`config.mk`:
```
export PLATFORM = sky130hd
export DESIGN_NAME = tug_speed_round_flat
export DESIGN_NICKNAME = d
export VERILOG_FILES = /design/src/rtl/tug_speed_round_if.sv /design/src/rtl/tug_speed_round.sv /design/src/flat_wrapper.sv
export SDC_FILE = /design/constraint.sdc
export NUM_CORES = 1
export LEC_CHECK = 0
export ABC_AREA = 0
export ABC_CLOCK_PERIOD_IN_PS = 1600
export CAP_MARGIN = 15
export CORE_MARGIN = 2
export CORE_UTILIZATION = 50
export DETAILED_ROUTE_END_ITERATION = 10
export GPL_TIMING_DRIVEN = 0
export PLACE_DENSITY = 0.84
export RECOVER_POWER = 25
export SLEW_MARGIN = 25
export SYNTH_ARGS = -nofsm -noshare
export SYNTH_HDL_FRONTEND = slang
export SYNTH_SLANG_ARGS = --single-unit
export TNS_END_PERCENT = 5
```
`constraint.sdc`:
```
create_clock -name clk -period 1.6 [get_ports clk]
set_input_delay 0.48 -clock clk [delete_from_list [all_inputs] [get_ports clk]]
set_output_delay 0.48 -clock clk [all_outputs]
set_load 0.02 [all_outputs]
```
`src/rtl/tug_speed_round_if.sv`:
```
// tug_speed_round_if
// Groups the speed-round sequencer's control and status signals.
//
// Signals:
//   start         request a round (driven by the game controller)
//   speed_right   push counter result: right count > left count
//   speed_tie     push counter result: counts equal
//   speedRound    counting window enable to the push counter
//   speedExit     one-cycle clear pulse to the push counter
//   pos           rope position 0..POS_MAX
//   winner_left   sticky match win by left
//   winner_right  sticky match win by right
//   busy          a round is in progress
//   rounds        completed rounds, saturating at 255
//
// Modports:
//   master  the side that requests rounds and supplies push counter results
//   slave   the sequencer itself
interface tug_speed_round_if;
   logic       start;
   logic       speed_right;
   logic       speed_tie;
   logic       speedRound;
   logic       speedExit;
   logic [3:0] pos;
   logic       winner_left;
   logic       winner_right;
   logic       busy;
   logic [7:0] rounds;

   modport master (
      output start, speed_right, speed_tie,
      input  speedRound, speedExit, pos, winner_left, winner_right, busy, rounds
   );

   modport slave (
      input  start, speed_right, speed_tie,
      output speedRound, speedExit, pos, winner_left, winner_right, busy, rounds
   );
endinterface

```
`src/rtl/tug_speed_round.sv`:
```
// tug_speed_round
// Speed-round sequencer for the tug-of-war game. It opens a counting window
// (speedRound) for the push counter. It then waits for the counter's compare
// to settle and samples the result. It moves the rope one step toward the
// round winner and clears the counter with speedExit. When the rope reaches
// either end, the match winner is latched until reset.
//
// Ports:
//   clk   system clock
//   rst   synchronous active-high reset
//   bus   tug_speed_round_if.slave:
//         start, speed_right, speed_tie in;
//         speedRound, speedExit, pos, winner_left, winner_right, busy, rounds out
//
// Parameters:
//   ROUND_LEN   cycles speedRound stays high per round (1..65535)
//   SETTLE_LEN  idle cycles between window close and sampling (>= 2)
//   POS_MAX     rope end index, even; the rope starts at POS_MAX/2
module tug_speed_round #(
   parameter int ROUND_LEN  = 16,
   parameter int SETTLE_LEN = 2,
   parameter int POS_MAX    = 8
) (
   input  logic               clk,
   input  logic               rst,
   tug_speed_round_if.slave   bus
);

   typedef enum logic [2:0] {
      IDLE,
      ROUND,
      SETTLE,
      RESOLVE,
      CLEAR,
      DONE
   } state_t;

   localparam logic [15:0] ROUND_LAST  = 16'(ROUND_LEN - 1);
   localparam logic [15:0] SETTLE_LAST = 16'(SETTLE_LEN - 1);
   localparam logic [3:0]  POS_TOP     = 4'(POS_MAX);
   localparam logic [3:0]  POS_MID     = 4'(POS_MAX / 2);

   state_t      state;
   logic [15:0] timer;
   logic [3:0]  posQ;
   logic [3:0]  posNext;
   logic        speedRoundQ;
   logic        speedExitQ;
   logic        winLeftQ;
   logic        winRightQ;
   logic        busyQ;
   logic [7:0]  roundsQ;

   // Where the rope goes if this cycle were RESOLVE. A tie, including the
   // impossible right-and-tie combination, leaves the rope where it is.
   // The end clamps keep pos inside 0..POS_MAX even if a round were ever
   // resolved at an end.
   always_comb begin
      posNext = posQ;
      if (!bus.speed_tie) begin
         if (bus.speed_right) begin
            if (posQ != POS_TOP) begin
               posNext = posQ + 4'd1;
            end
         end else begin
            if (posQ != 4'd0) begin
               posNext = posQ - 4'd1;
            end
         end
      end
   end

   // Round sequencer. All outputs are registered here and change on the
   // same edge as the state they belong to, so speedRound and busy rise in
   // the first ROUND cycle and speedExit coincides with CLEAR. The timer is
   // zeroed on every state entry and compared against the last cycle of the
   // state it is timing. DONE has no exit except reset.
   always_ff @(posedge clk) begin
      if (rst) begin
         state       <= IDLE;
         timer       <= 16'd0;
         posQ        <= POS_MID;
         speedRoundQ <= 1'b0;
         speedExitQ  <= 1'b0;
         winLeftQ    <= 1'b0;
         winRightQ   <= 1'b0;
         busyQ       <= 1'b0;
         roundsQ     <= 8'd0;
      end else begin
         speedExitQ <= 1'b0;
         case (state)
            IDLE: begin
               if (bus.start) begin
                  state       <= ROUND;
                  timer       <= 16'd0;
                  speedRoundQ <= 1'b1;
                  busyQ       <= 1'b1;
               end
            end
            ROUND: begin
               if (timer == ROUND_LAST) begin
                  state       <= SETTLE;
                  timer       <= 16'd0;
                  speedRoundQ <= 1'b0;
               end else begin
                  timer <= timer + 16'd1;
               end
            end
            SETTLE: begin
               if (timer == SETTLE_LAST) begin
                  state <= RESOLVE;
                  timer <= 16'd0;
               end else begin
                  timer <= timer + 16'd1;
               end
            end
            RESOLVE: begin
               state      <= CLEAR;
               timer      <= 16'd0;
               speedExitQ <= 1'b1;
               posQ       <= posNext;
               if (roundsQ != 8'hFF) begin
                  roundsQ <= roundsQ + 8'd1;
               end
               if (posNext == POS_TOP) begin
                  winRightQ <= 1'b1;
               end
               if (posNext == 4'd0) begin
                  winLeftQ <= 1'b1;
               end
            end
            CLEAR: begin
               timer <= 16'd0;
               busyQ <= 1'b0;
               if (winLeftQ || winRightQ) begin
                  state <= DONE;
               end else begin
                  state <= IDLE;
               end
            end
            DONE: begin
               state <= DONE;
            end
            default: begin
               state <= IDLE;
            end
         endcase
      end
   end

   assign bus.speedRound   = speedRoundQ;
   assign bus.speedExit    = speedExitQ;
   assign bus.pos          = posQ;
   assign bus.winner_left  = winLeftQ;
   assign bus.winner_right = winRightQ;
   assign bus.busy         = busyQ;
   assign bus.rounds       = roundsQ;

endmodule

```
`src/flat_wrapper.sv`:
```
// flat-port wrapper written by rule: the top's interface ports become plain ports
module tug_speed_round_flat 
#(
   parameter int ROUND_LEN  = 16,
   parameter int SETTLE_LEN = 2,
   parameter int POS_MAX    = 8
)
  (clk, rst, bus_start, bus_speed_right, bus_speed_tie, bus_speedRound, bus_speedExit, bus_pos, bus_winner_left, bus_winner_right, bus_busy, bus_rounds);
  tug_speed_round_if bus_i ();
  input  logic clk;
  input  logic rst;
  input wire logic [$bits(bus_i.start)-1:0] bus_start;
  input wire logic [$bits(bus_i.speed_right)-1:0] bus_speed_right;
  input wire logic [$bits(bus_i.speed_tie)-1:0] bus_speed_tie;
  output wire logic [$bits(bus_i.speedRound)-1:0] bus_speedRound;
  output wire logic [$bits(bus_i.speedExit)-1:0] bus_speedExit;
  output wire logic [$bits(bus_i.pos)-1:0] bus_pos;
  output wire logic [$bits(bus_i.winner_left)-1:0] bus_winner_left;
  output wire logic [$bits(bus_i.winner_right)-1:0] bus_winner_right;
  output wire logic [$bits(bus_i.busy)-1:0] bus_busy;
  output wire logic [$bits(bus_i.rounds)-1:0] bus_rounds;
  assign bus_i.start = bus_start;
  assign bus_i.speed_right = bus_speed_right;
  assign bus_i.speed_tie = bus_speed_tie;
  assign bus_speedRound = bus_i.speedRound;
  assign bus_speedExit = bus_i.speedExit;
  assign bus_pos = bus_i.pos;
  assign bus_winner_left = bus_i.winner_left;
  assign bus_winner_right = bus_i.winner_right;
  assign bus_busy = bus_i.busy;
  assign bus_rounds = bus_i.rounds;
  tug_speed_round #(.ROUND_LEN(ROUND_LEN), .SETTLE_LEN(SETTLE_LEN), .POS_MAX(POS_MAX)) u_core (.clk(clk), .rst(rst), .bus(bus_i));
endmodule
```
Word-level counts from Yosys, hierarchy flattened --
Cells that the tools add are included.
Operators by class: equal/unequal tests 13, bitwise operators 0, multiplexer cells 18, $mul 0, reductions and logical operators 15, shift operators 0, divide/modulo/power cells 0, order comparisons 0, $add $sub $neg 4
Operators with widths (number):
- $pmux 16 s4 | 1
- $mux 16 | 3
- $pmux 3 s6 | 1
- $add 16x1->16 const B | 1
- $eq 16x1->1 const B | 1
- $eq 16x4->1 const B | 1
- $mux 4 | 4
- $mux 3 | 4
- $reduce_and 2->1 | 5
- $add 8x1->8 const B | 1
- $ne 8x8->1 const B | 1
- $reduce_bool 4->1 | 2
- $eq 3x2->1 const B | 2
- $eq 3x3->1 const B | 2
- $reduce_and 3->1 | 2
- $add 4x1->4 const B | 1
- $eq 4x4->1 const B | 1
- $logic_not 4->1 | 1
- $ne 2x1->1 const B | 2
- $ne 4x4->1 const B | 1
- $pmux 1 s2 | 2
- $reduce_bool 2->1 | 2
- $sub 4x1->4 const B | 1
- $eq 3x1->1 const B | 1
- 5 further kinds | 7
Storage, ports and cells: memory bits (writable) 0, memory bits (read-only) 0, input port bits 5, bits in latches 0, register bits after elaboration 36, memories 0, output and inout port bits 17, word-level logic and storage cells 59

Depth between registers and ports, before layout --
Gate-level depths: netlist of the first run.
depth after elaboration 6, depth in mapped cells 8, mapped depth without buffers 7

Worst setup path before layout of the first run --
Ideal clock, no wire load.
path kind register -> register, start reg u_core.posQ[0] (netlist: u_core.bus.pos[0]), end reg u_core.posQ[1] (netlist: u_core.bus.pos[1]), cell stages (with the launch flop) 6, data required time 1.485 ns, data arrival time 1.641 ns, setup time 0.115 ns, clock period less this slack 1.756 ns, slack -0.156 ns, path through dfxtp_1 > inv_1 > ha_1 > nor4b_1 > or3_1 > a2111oi_0
Between the ends: longest elaborated chain between the ends 4
Ends and longest elaborated chain:
- start: declaration | line tug_speed_round.sv:45 | logic [3:0] posQ;
- start signal: assignment | line tug_speed_round.sv:121 | posQ <= posNext;
- $sub 4x1->4, or another cell as far along | line tug_speed_round.sv:67 | posNext = posQ - 4'd1;
- $mux 4 (on tied branches) | line tug_speed_round.sv:66, tug_speed_round.sv:62
- $mux 4 * | line tug_speed_round.sv:61 | if (bus.speed_right) begin
- $mux 4 * | line tug_speed_round.sv:60 | if (!bus.speed_tie) begin
Mark *: on every way between the ends. The rest lies on a longest branch, timed or not. A chain may end at the register's enable or synchronous reset.

Worst setup path after layout of the first run --
start reg u_core.timer[9], end reg u_core.timer[10]
Between the ends: longest elaborated chain between the ends 3
Ends and longest elaborated chain:
- start: declaration | line tug_speed_round.sv:44 | logic [15:0] timer;
- start signal: assignment | line tug_speed_round.sv:106 | timer <= timer + 16'd1;
- start signal: assignment | line tug_speed_round.sv:114 | timer <= timer + 16'd1;
- $add 16x1->16, or another cell as far along | line tug_speed_round.sv:106, tug_speed_round.sv:114
- $mux 16 (on tied branches) | line tug_speed_round.sv:110, tug_speed_round.sv:101
- $pmux 16 s4 * | line tug_speed_round.sv:91 | case (state)
Marks and branches as above.

==> run metrics, run 1 <==
outcome=complete, but fails checks; failing checks=setup timing; die area=0.00451 mm²; final hold vios=0; clock-pin slew on the worst setup and hold paths=0.07 ns; clk root buf=clkbuf_8; Ant. Diodes=0; first-pass GRT wire length=7.87 mm; Setup crit start kind=register; CP Capture Type=register; P_leak=0.953 nW; Cell Pwr Density=736 mW/mm²; largest net degree at the start of global routing=13; CTS tree=yes; clk_skew=0.00519 ns; Max Fanout on Critical Path=10; Yosys warning count=0; initial antenna violation count=0; initial core utilization=53.2%; via count=1,821; Worst Slack Setup Final=-0.156 ns; share of post-route cells with drive strength above 1=20.1%; hold depth=2; Pre-Repair DR Iteration Count=4; Max stage delay on crit path=0.35 ns; Die Ht=between 60 and 70 µm; VDD IR max=a little under 0.0005 V; area of placed instances=around 0.0023 mm²; hpwl dp=3.00 mm; worst reg2reg path depth=7; hold path start=u_core.timer[1]$_SDFFE_PP0P_; FF+latch count, synth=36; vias in the first global route=1,798; fin area=0.00254 mm²; Post-synth EDFFs=0; HP Class=register to register; Synth Cell Area=0.00199 mm²; Layout area overhead=27.4%; global route overflow=0; worst path required time=1.78 ns; clk_lat worst skew=0.29 ns; CP max stage cell=dfxtp_2; routed len/inst=14.3 µm; ANT nets after route=0; Worst R2R Start=u_core.timer[9]$_SDFFE_PP0P_; largest delay contributor family on the critical path=simple AND/OR/NAND/NOR gates; gpl congestion=about 0.85; overall routing resource usage=22.8%; worst reg2reg endpoint=u_core.timer[10]$_SDFFE_PP0P_; Rows=22; Crit path arrival time=approximately 1.9 ns; CP cell instances=nor4_4, nand4_1, and3b_1, buf_6, o31ai_4, buf_12, nor2_1; Initial DRC Count=139; max-cap violations=0; Syn Nets=248; Post-Synthesis Cells=238; top cell type's share of synthesized area=36.2%; number of buffers added on ports=20; max frequency=~570 MHz; core box area=0.00374 mm²; # setup viols final=13; number of CTS-inserted buffers=5; relative slew slack=62.8%; fin. max-slew vios=0; clock period minus worst slack=about 1.8 ns; Yosys top cell by area=dfxtp_1; Total Wirelength=4.51 mm; post-synth cell types=between 50 and 60; clock sinks=36; fillcell total=307; synth top area cells=dfxtp_1 36%, nor2_1 5.6%, xnor2_1 5.3%, nand2_1 3.4%, ha_1 3.1%; most common cell after layout, fill and taps aside=nor2_1; clk buf depth=2; hold_ws=0.504 ns; Post-CTS Hold Fix Bufs=0; post-synthesis sequential area ratio=between 30% and 40%; Crit path depth=7; CTS H-tree lvls=2; Final Core Density=67.8%; die width=67.1 µm; Hold EP=u_core.timer[1]$_SDFFE_PP0P_; Nets=277; R2R Setup Slk=-0.16 ns; part of the cycle the worst path needs=110%; Slew @ Worst Pin=0.557 ns; Vias/cell=5.76; RSZ-0062 raised after global routing=yes; top_reg_cell synth=dfxtp_1; critical path type=register to register; most frequent cells in the layout=30 x nor2_1, 26 x dfxtp_1, 16 x nand2_1, 16 x dlygate4sd2_1, 12 x xnor2_1; Avg Cell Area, Syn=8.37 µm²; DRC Markers=0; I/O pins=22; Synth async-reset ratio=0%; WP buf/inv=2
cells in the mapped netlist, types with 2 or more instances:
library cell and n:
o22ai_1 3, a21oi_1 12, nand2b_1 4, nor2_1 30
nor2b_1 3, buf_6 2, nor3b_1 3, o21bai_1 2
buf_2 3, inv_1 9, dfxtp_1 36, buf_4 2
a211oi_1 3, clkbuf_1 6, nand2_1 18, mux2i_1 2
nand3_1 8, a31oi_1 3, xnor2_1 12, nor3_1 10
o2bb2ai_1 2, or3_1 3, and3_1 2, nand4_1 9
o31a_1 2, nor4_4 2, xor2_1 6, o21ai_0 7
and3b_1 2, nand3b_1 2, nor4b_1 2, ha_1 5
o211ai_1 2, nor4_1 3
worst min-delay path, stage by stage, from the launching register on:
cell and delay (ns):
dfxtp_2 0.35, nand2_1 0.06, a21oi_1 0.05
per-layer routing:
metal	global-route usage, %	routed length, µm	share of wire (%)	up-vias
met4	7.65	65	1.4	0
met3	4.00	152	3.4	7
li1	-	-	-	909
met1	28.4	2050	45	875
met5	0	0	0	-
met2	39.6	2250	50	30
area by class of cell:
cell class	instances	area [µm²]	share of cell area, %
Inverter	9	33.8	1.33
Sequential cell	36	741	29.2
Clock inverter	3	42.5	1.67
Buffer	14	100	3.94
Timing Repair Buffer	22	208	8.18
Tap cell	48	60.1	2.36
Multi-Input combinational cell	179	1290	50.6
Clock buffer	5	68.8	2.71
power by group:
| group | internal [mW] | switching, mW | total [mW] |
|---|---|---|---|
| Sequential | 0.901 | 0.00804 | 0.909 |
| Combinational | 0.0759 | 0.0913 | 0.167 |
| Clock | 0.461 | 0.332 | 0.793 |
kinds of logic after synthesis:
logic type,Yosys count,share of synthesized area (%)
and+or+nand+nor,108,30.3
xor gates and xnor gates,18,7.91
adders and majority gates,5,3.14
AOI/OAI and AO/OA,46,15.8
DFF,36,36.2
muxes,2,1.00
buffers and inverters,23,5.71
through the flow:
stage               TNS (ns)  power (mW)  setup WS, ns  instances
detailed placement    -13.50        1.08        -0.749        306
global placement      -13.24        1.08        -0.734        306
finish                 -1.52        1.87        -0.156        316
CTS                    -1.22        1.88        -0.120        315
floorplan             -0.491        1.03       -0.0443        238
global route           -3.27        1.93        -0.236        316
sequential cells by signal, summed over array words and instances (netlist names):
name,cells
u_core.bus.winner_right,1
u_core.bus.busy,1
u_core.state,3
u_core.timer,16
u_core.bus.speedRound,1
u_core.bus.pos,4
u_core.bus.winner_left,1
u_core.bus.rounds,8
u_core.bus.speedExit,1
worst max-delay path by stage:
stage | from | endpoint | slack, ns
2_1_floorplan | u_core.timer[1]$_SDFFE_PP0P_ | u_core.timer[10]$_SDFFE_PP0P_ | -0.04
3_3_place_gp | bus_start | u_core.timer[10]$_SDFFE_PP0P_ | -0.73
3_5_place_dp | bus_start | u_core.timer[10]$_SDFFE_PP0P_ | -0.75
4_1_cts | u_core.timer[9]$_SDFFE_PP0P_ | u_core.timer[10]$_SDFFE_PP0P_ | -0.12
5_1_grt | u_core.timer[9]$_SDFFE_PP0P_ | u_core.timer[9]$_SDFFE_PP0P_ | -0.24
6_report | u_core.timer[9]$_SDFFE_PP0P_ | u_core.timer[10]$_SDFFE_PP0P_ | -0.16
what timing repair did:
action | in CTS | in global routing
setup buffers | 1 | 1
resized for setup | 48 | 17
gates cloned | 0 | 0
pin swaps | 3 | 2
endpoints found under the setup margin | 37 | 33
No activity file was read; power rests on OpenSTA's default activity.
==> inputs of run 2 (changes only) <==
--- a/config.mk
+++ b/config.mk
@@ -10,8 +10,8 @@
 export CAP_MARGIN = 15
 export CORE_MARGIN = 2
 export CORE_UTILIZATION = 50
+export CTS_CLUSTER_DIAMETER = 40
 export DETAILED_ROUTE_END_ITERATION = 10
-export GPL_TIMING_DRIVEN = 0
 export PLACE_DENSITY = 0.84
 export RECOVER_POWER = 25
 export SLEW_MARGIN = 25
==> run 2 against run 1 <==
The run still ends with setup timing left. Largest power group unchanged. Sequential power is 0.7% higher. Core utilization is 6.3 points higher. Fmax hardly changed. Critical path depth is 1 lower. Via count is 11% higher. Sequential share of layout area is 2.9 points lower.
==> run metrics, run 2 (synthesis gave the netlist of run 1 again) <==
Pre-Repair DR Iteration Count=4 (unchanged); P_leak=1.17 nW (was 0.953 nW); hold path start=u_core.bus.winner_right$_SDFFE_PP0P_ (was u_core.timer[1]$_SDFFE_PP0P_); Sum Neg Setup Slack=-2.08 ns (was -1.52 ns); global route overflow=0 (unchanged); ANT nets after route=0 (unchanged); max frequency=569 MHz (about the same); vias in the first global route=2,087 (was 1,798); fin area=0.00277 mm² (was 0.00254 mm²); Worst Slack Setup Final=-0.158 ns (was -0.156 ns); fillcell total=259 (was 307); Total Wirelength=5.51 mm (was 4.51 mm); HP Class=register to register (unchanged); R2R Setup Slk=-0.16 ns (about the same); most frequent cells in the layout=54 x buf_4, 30 x nor2_1, 29 x dfxtp_1 (was 30 x nor2_1, 26 x dfxtp_1, 16 x nand2_1, 16 x dlygate4sd2_1, 12 x xnor2_1); Total Power=1.75 mW (was 1.87 mW); Cell Pwr Density=630 mW/mm² (was 736 mW/mm²); Die Ht=67.1 µm (unchanged); critical path type=register to register (unchanged); worst reg2reg endpoint=u_core.timer[8]$_SDFFE_PP0P_ (was u_core.timer[10]$_SDFFE_PP0P_); routed len/inst=15.4 µm (was 14.3 µm); failing checks=setup timing (unchanged); clk_lat worst skew=0.30 ns (was 0.29 ns); Worst R2R Start=u_core.timer[9]$_SDFFE_PP0P_ (unchanged); Cells after DPL=349 (was 306); crit path from=u_core.timer[9]$_SDFFE_PP0P_ (unchanged); part of the cycle the worst path needs=110% (about the same); initial antenna violation count=0 (unchanged); clk_skew=0.00917 ns (was 0.00519 ns); hold depth=1 (was 2); Biggest register=u_core.timer (unchanged); final hold vios=0 (unchanged); Hold EP=u_core.bus.winner_right$_SDFFE_PP0P_ (was u_core.timer[1]$_SDFFE_PP0P_); Slew @ Worst Pin=0.383 ns (was 0.557 ns); CTS tree=yes (unchanged); area of placed instances=0.00263 mm² (was 0.00227 mm²); Setup crit start kind=register (unchanged); Crit path arrival time=1.94 ns (about the same); Rows=22 (unchanged); I/O pins=22 (unchanged); via count=2,013 (was 1,821); Max Fanout on Critical Path=9 (was 10); Layout area overhead=39.2% (was 27.4%); core box area=0.00374 mm² (unchanged); Nets=319 (was 277); number of buffers added on ports=21 (was 20); overall routing resource usage=27.9% (was 22.8%); die width=67.1 µm (unchanged); max FFs per register=16 (unchanged); relative slew slack=74.4% (was 62.8%); clock-pin slew on the worst setup and hold paths=0.08 ns (was 0.07 ns); Ant. Diodes=0 (unchanged); final non-filler cell total=357 (was 316); die area=0.00451 mm² (unchanged); DRC Markers=0 (unchanged); worst reg2reg path depth=6 (was 7); RSZ-0062 raised after global routing=yes (unchanged); gpl congestion=0.885 (was 0.852); most common cell after layout, fill and taps aside=buf_4 (was nor2_1); share of post-route cells with drive strength above 1=28.5% (was 20.1%); # setup viols final=22 (was 13); clk buf depth=2 (unchanged); fin. max-slew vios=0 (unchanged); Initial DRC Count=143 (was 139); clock period minus worst slack=1.76 ns (about the same); first-pass GRT wire length=9.43 mm (was 7.87 mm); clock sinks=36 (unchanged); initial core utilization=53.2% (unchanged); outcome=complete, but fails checks (unchanged); max-cap violations=0 (unchanged); number of CTS-inserted buffers=5 (unchanged); Vias/cell=5.64 (was 5.76); Setup WS pre-CTS=-0.536 ns (was -0.749 ns); CP Capture Type=register (unchanged); VDD IR max=0.000381 V (was 0.000481 V); CTS H-tree lvls=2 (unchanged); largest net degree at the start of global routing=15 (was 13); worst path required time=1.79 ns (was 1.78 ns); clk root buf=clkbuf_8 (unchanged); hpwl dp=3.70 mm (was 3.00 mm)
[run 2: final cells by class]
class | count | area [µm²] | area share (%)
Multi-Input combinational cell | 179 | 1250 | 44.9
Sequential cell | 36 | 729 | 26.3
Timing Repair Buffer | 78 | 627 | 22.6
Clock inverter | 1 | 5.00 | 0.180
Inverter | 9 | 33.8 | 1.22
Clock buffer | 6 | 72.6 | 2.62
Tap cell | 48 | 60.1 | 2.17
[run 2: power by group]
| group | internal, mW | switching (mW) | total [mW] |
|---|---|---|---|
| sequential | 0.906 | 0.00951 | 0.915 |
| clock | 0.296 | 0.329 | 0.625 |
| combinational | 0.104 | 0.103 | 0.207 |
| total | 1.31 | 0.441 | 1.75 |
[run 2: routing by layer]
layer | vias to the layer above | wire, µm | global-route usage, %
met5 | - | 0 | 0
met4 | 0 | 87 | 14.3
met3 | 14 | 352 | 8.50
met2 | 80 | 2660 | 45.3
met1 | 930 | 2400 | 33.1
li1 | 989 | - | -
[run 2: critical path, stage by stage (launching register included)]
cell and delay, ns:
dfxtp_2 0.34, nor4_4 0.35, nand4_1 0.19, and3b_2 0.32, o31ai_4 0.23, buf_12 0.16
nor2_1 0.05
[run 2: repair_timing]
action / in CTS / in global routing
gates resized for setup: 39 / 4
setup endpoints to repair: 43 / 32
pin swaps: 7 / 7
hold buffers: 0 / 0
buffers inserted: 0 / 1
[run 2: worst max path at each step]
| stage | end | slack, ns | cells after the start |
|---|---|---|---|
| floorplan | u_core.timer[10]$_SDFFE_PP0P_ | -0.04 | 7 |
| global placement | u_core.timer[14]$_SDFFE_PP0P_ | -0.45 | 7 |
| detailed placement | u_core.bus.winner_left$_SDFFE_PP0P_ | -0.54 | 6 |
| CTS | u_core.timer[6]$_SDFFE_PP0P_ | -0.13 | 6 |
| global route | u_core.timer[6]$_SDFFE_PP0P_ | -0.22 | 6 |
| finish | u_core.timer[8]$_SDFFE_PP0P_ | -0.16 | 6 |
[run 2: through the flow]
stage / utilization [%] / hold WS, ns
6_report: 74.1 / 0.496
5_1_grt: 74.1 / 0.508
4_1_cts: 73.8 / 0.489
3_5_place_dp: 70.3 / 0.481
3_3_place_gp: 70.3 / 0.476
2_1_floorplan: - / 0.469
